**config.mk**
```make
export PLATFORM = sky130hd
export DESIGN_NAME = pipe_ctrl
export DESIGN_NICKNAME = d
export VERILOG_FILES = /design/src/rtl/pipe_ctrl_pkg.sv /design/src/rtl/pipe_ctrl_fwd_unit.sv /design/src/rtl/pipe_ctrl.sv
export SDC_FILE = /design/constraint.sdc
export NUM_CORES = 1
export LEC_CHECK = 0
export BUFFER_PORTS_ARGS = -buffer_cell sky130_fd_sc_hd__buf_2
export CORE_UTILIZATION = 30
export CTS_BUF_LIST = sky130_fd_sc_hd__clkbuf_4 sky130_fd_sc_hd__clkbuf_8 sky130_fd_sc_hd__clkbuf_16
export CTS_CLUSTER_DIAMETER = 150
export CTS_CLUSTER_SIZE = 14
export DETAILED_ROUTE_END_ITERATION = 12
export GPL_ROUTABILITY_DRIVEN = 0
export GPL_TIMING_DRIVEN = 1
export PLACE_DENSITY = 0.66
export SKIP_CTS_REPAIR_TIMING = 1
export SLEW_MARGIN = 10
export SYNTH_ARGS = -nofsm -noshare
export SYNTH_HDL_FRONTEND = slang
export SYNTH_SLANG_ARGS = --single-unit
export TNS_END_PERCENT = 20
```
**constraint.sdc**
```tcl
create_clock -name clk -period 2.05 [get_ports clk]
set_clock_uncertainty 0.05 [all_clocks]
set_input_delay 0.41 -clock clk [delete_from_list [all_inputs] [get_ports clk]]
set_output_delay 0.41 -clock clk [all_outputs]
set_load 0.01 [all_outputs]
```
**src/rtl/pipe_ctrl_pkg.sv**
```systemverilog
// pipe_ctrl_pkg: shared state encoding, forwarding codes and operand-select helper
package pipe_ctrl_pkg;
  localparam logic [1:0] RUN      = 2'd0;
  localparam logic [1:0] MEM_WAIT = 2'd1;
  localparam logic [1:0] REDIRECT = 2'd2;
  localparam logic [1:0] FWD_RF   = 2'b00;
  localparam logic [1:0] FWD_EXE  = 2'b01;
  localparam logic [1:0] FWD_ACC  = 2'b10;
  localparam logic [31:0] NOP     = 32'h00000013;
  function automatic logic [1:0] fwd_sel(input logic [4:0] rs, input logic [4:0] exe_rd,
                                         input logic [4:0] acc_rd, input logic exe_fwd,
                                         input logic acc_wb_en);
    return (rs == 5'd0) ? FWD_RF :
           (exe_fwd && exe_rd == rs) ? FWD_EXE :
           (acc_wb_en && acc_rd == rs) ? FWD_ACC : FWD_RF;
  endfunction
endpackage

```
**src/rtl/pipe_ctrl_fwd_unit.sv**
```systemverilog
// pipe_fwd_unit: operand forwarding select and load-use hazard detection
import pipe_ctrl_pkg::*;
module pipe_fwd_unit (
  input  logic [4:0] de_rs1_i,
  input  logic [4:0] de_rs2_i,
  input  logic       de_use_rs1_i,
  input  logic       de_use_rs2_i,
  input  logic [4:0] exe_rd_i,
  input  logic       exe_wb_en_i,
  input  logic       exe_is_load_i,
  input  logic [4:0] acc_rd_i,
  input  logic       acc_wb_en_i,
  output logic [1:0] fwd_a_o,
  output logic [1:0] fwd_b_o,
  output logic       load_use_o
);
  logic exe_fwd;
  assign exe_fwd    = exe_wb_en_i && !exe_is_load_i;
  assign fwd_a_o    = fwd_sel(de_rs1_i, exe_rd_i, acc_rd_i, exe_fwd, acc_wb_en_i);
  assign fwd_b_o    = fwd_sel(de_rs2_i, exe_rd_i, acc_rd_i, exe_fwd, acc_wb_en_i);
  assign load_use_o = exe_is_load_i && exe_wb_en_i && exe_rd_i != 5'd0 &&
                      ((de_use_rs1_i && de_rs1_i == exe_rd_i) || (de_use_rs2_i && de_rs2_i == exe_rd_i));
endmodule

```
**src/rtl/pipe_ctrl.sv**
```systemverilog
// pipe_ctrl: 5-stage pipeline sequencer (stalls, flushes, forwarding); optional PIPE_CTRL_PERF_EN perf counters
import pipe_ctrl_pkg::*;
module pipe_ctrl #(
  parameter int MEM_TIMEOUT = 255
) (
  input  logic       clk,
  input  logic       rst,
  input  logic [4:0] de_rs1,
  input  logic [4:0] de_rs2,
  input  logic       de_use_rs1,
  input  logic       de_use_rs2,
  input  logic [4:0] exe_rd,
  input  logic       exe_wb_en,
  input  logic       exe_is_load,
  input  logic       exe_redirect,
  input  logic [4:0] acc_rd,
  input  logic       acc_wb_en,
  input  logic       acc_mem_req,
  input  logic       dmem_ready,
  input  logic       imem_ready,
  output logic       en_if,
  output logic       en_de,
  output logic       en_exe,
  output logic       en_acc,
  output logic       en_wb,
  output logic       flush_de,
  output logic       bubble_exe,
  output logic [1:0] fwd_a,
  output logic [1:0] fwd_b,
  output logic       mem_timeout
`ifdef PIPE_CTRL_PERF_EN
  ,
  output logic [31:0] perf_stall_cycles,
  output logic [31:0] perf_flushes
`endif
);
  logic [1:0] state_q, state_d;
  logic       pend_q, pend_d;
  logic [7:0] cnt_q, cnt_d, cnt_inc;
  logic       to_q, to_d;
  logic [1:0] fa, fb;
  logic       load_use, stall, in_redir, en_back;

  pipe_fwd_unit u_fwd (
    .de_rs1_i      (de_rs1),
    .de_rs2_i      (de_rs2),
    .de_use_rs1_i  (de_use_rs1),
    .de_use_rs2_i  (de_use_rs2),
    .exe_rd_i      (exe_rd),
    .exe_wb_en_i   (exe_wb_en),
    .exe_is_load_i (exe_is_load),
    .acc_rd_i      (acc_rd),
    .acc_wb_en_i   (acc_wb_en),
    .fwd_a_o       (fa),
    .fwd_b_o       (fb),
    .load_use_o    (load_use)
  );

  // Priority chain for stage enables: reset, memory wait, redirect, load-use, fetch wait
  always_comb begin
    stall    = !rst && !dmem_ready && (acc_mem_req || state_q == MEM_WAIT);
    in_redir = state_q == REDIRECT;
    {en_if, en_de, en_back, flush_de, bubble_exe} =
      rst                      ? 5'b00011 :
      stall                    ? 5'b00000 :
      (exe_redirect || in_redir) ? {4'b1111, exe_redirect} :
      load_use                 ? 5'b00101 :
      !imem_ready              ? 5'b01110 : 5'b11100;
    en_exe      = en_back;
    en_acc      = en_back;
    en_wb       = en_back;
    fwd_a       = rst ? FWD_RF : fa;
    fwd_b       = rst ? FWD_RF : fb;
    mem_timeout = to_q && !rst;
  end

  // Next-state: a redirect seen during a stall is parked in pend until the stall releases
  always_comb begin
    cnt_inc = (cnt_q == 8'hff) ? cnt_q : cnt_q + 8'd1;
    state_d = rst ? RUN : stall ? MEM_WAIT : (exe_redirect || pend_q) ? REDIRECT : RUN;
    pend_d  = stall && (pend_q || exe_redirect || in_redir);
    cnt_d   = stall ? cnt_inc : 8'd0;
    to_d    = !rst && (to_q || (stall && cnt_inc == 8'(MEM_TIMEOUT)));
  end

  // Registered controller state
  always_ff @(posedge clk) begin
    if (rst) begin
      state_q <= RUN;
      pend_q  <= 1'b0;
      cnt_q   <= 8'd0;
      to_q    <= 1'b0;
    end else begin
      state_q <= state_d;
      pend_q  <= pend_d;
      cnt_q   <= cnt_d;
      to_q    <= to_d;
    end
  end

`ifdef PIPE_CTRL_PERF_EN
  // Free-running wrap-around counters of front-end stall cycles and taken redirects
  always_ff @(posedge clk) begin
    if (rst) begin
      perf_stall_cycles <= 32'd0;
      perf_flushes      <= 32'd0;
    end else begin
      perf_stall_cycles <= perf_stall_cycles + {31'd0, !en_if};
      perf_flushes      <= perf_flushes + {31'd0, !stall && exe_redirect};
    end
  end
`endif
endmodule

```
==> run metrics <==
syn nets 160; Final Hold Vio Count 0; CTS Sinks 12; Critical Path Source Type input pin; async set or reset register ratio after synthesis 0%; post-DP HPWL ~2.1 mm; Clock Root Buffer clkbuf_4; synthesized cell area approximately 1000 µm²; Synth top area share roughly 24%; DRT Wirelength 2.67 mm; synth top area cells dfxtp_1 (24%), xnor2_1 (14%), nor2_1 (6.8%); worst-path fanout max 3; clk slew on worst S/H paths around 0.07 ns; Design Area, Final ~0.0015 mm²; placed instance area approximately 0.0013 mm²; ANT cells 0; register bit total from synthesis 12; Non-Filler Instances about 230; largest net degree at the start of global routing 14; leading cell types by count after synthesis nor2_1 (18), xnor2_1 (16), dfxtp_1 (12), nand2_1 (10); Avg WL per Cell between 10 and 15 µm; Layout area overhead 45.9%; grt ovf 0; Register Area approximately 240 µm²; initial antenna violation count 0; die area around 0.0036 mm²; worst min path class input pin to register; final worst-path cycle share 104%; routed vias/inst roughly 4.8; VDD IR max 405 µV; synthesized area per cell 7.81 µm²; H-tree depth 1; Core Box Area roughly 0.0031 mm²; Max Clk Rate 470 MHz; Post-Place Worst Slack -0.170 ns; final net count 217; RSZ-0062 raised after global routing true; final setup margin -0.0767 ns; Clock Latency Late Sink 0.27 ns; first-pass GRT wire length roughly 4.2 mm; DRC violations left 0; Slew headroom ~79%; CTS max path bufs 2; pwr dens between 400 and 500 mW/mm²; Least-Margin Pin Slew between 0.3 and 0.4 ns; sequential share of the synthesized area 24.0%; Ports between 40 and 50; initial DRC count 48; first-pass iteration count of the detailed router 4; Worst Path Arrival 1.67 ns; TritonCTS clock tree done; Worst Path Required roughly 1.6 ns; Setup violations, final 3; Crit Path Class input pin to output port; most frequent cell after synthesis nor2_1; failing checks setup timing; Synth Instances about 130; Site Rows 20; status finished with violations; Final min period around 2.1 ns; P_leak 0.615 nW; All-Layer GR Usage between 10% and 20%; total design power roughly 0.0006 W; Die Wd between 50 and 60 µm; layout cells sized above 1 roughly 42%; PortBufs 42; number of flops mapped to enable cells by yosys 0; post-route ant nets 0; Max-Cap Viols 0; Worst setup EP type output port; Die Ht about 60 µm; fin. max-slew vios 0; multi-input gate area in the final layout roughly 760 µm²; area leader, netlist dfxtp_1; Netlist cell types 38; vias in the first global route between 1000 and 1500; starting density of the core 32.2%; via count approximately 1100; CTS buffer count 3; Primary FF master, synth dfxtp_1; Synthesis Warnings 0; # fillers 335; Placed Instances between 200 and 250
## worst paths after layout
check                    start         end  slack [ns]  cells after the start
setup reg to reg      cnt_q[1]        to_q        0.19                      6
setup / recovery     exe_rd[1]       en_de       -0.08                      6
hold / removal    exe_redirect  state_q[1]        0.36                      3
hold reg to reg         pend_q  state_q[1]        0.41                      2
## state kept, by name, summed over array words and instances, names as in the netlist
signal and cells:
state_q 2, to_q 1, cnt_q 8, pend_q 1
## kinds of logic after synthesis
family | Yosys count | synth area share, %
adders and majority gates | 1 | 1.25
and+or+nand+nor | 61 | 33.3
muxes | 3 | 3.13
xor gates and xnor gates | 20 | 17.5
DFF | 12 | 24.0
buffers and inverters | 10 | 4.88
AOI/OAI and AO/OA | 21 | 15.9
## worst max-delay path: stages
cell and delay [ns]:
buf_6 0.10, or3_1 0.36, o311a_1 0.37, and2_4 0.18, a21oi_2 0.11, buf_2 0.14
## layout make-up
class,count,area share (%)
multi-input combinational,106,52.1
timing repair buffer,56,23.6
sequential,12,16.5
tap,44,3.77
clock buffer,4,2.49
inverter,6,1.54
## report_power, final
group / internal, W / total (W) / switching [W]
clock network: 0.000108 / 0.000186 / 0.0000777
registers: 0.000237 / 0.000239 / 0.00000182
logic: 0.0000917 / 0.000176 / 0.0000847
## cells in the final DEF, fill, tap and decap left out, drive strengths merged, types with 6 or more instances in the layout
master	Yosys	routed
buf	3	56
inv	6	6
nand2b	6	6
nand2	10	10
a21oi	6	6
dfxtp	12	12
nor2	18	18
xnor2	16	16
## through the flow
stage | hold WS, ns | TNS (ns) | util [%]
2_1_floorplan | 0.372 | 0 | -
3_3_place_gp | 0.407 | -0.609 | 43.1
3_5_place_dp | 0.403 | -0.562 | 43.1
4_1_cts | 0.363 | -0.613 | 44.2
5_1_grt | 0.375 | -0.329 | 47.0
6_report | 0.363 | -0.172 | 47.0
## per-layer routing
metal / wire (µm) / share of wire, % / vias to the layer above / global-route usage [%]
met4: 4 / 0.15 / 0 / 1.99
met5: 0 / 0 / - / 0
met2: 1210 / 45 / 44 / 25.1
met1: 1240 / 46 / 476 / 20.0
li1: - / - / 564 / -
met3: 215 / 8.0 / 2 / 4.11
Note: power is estimated with default switching activity, not from simulation.
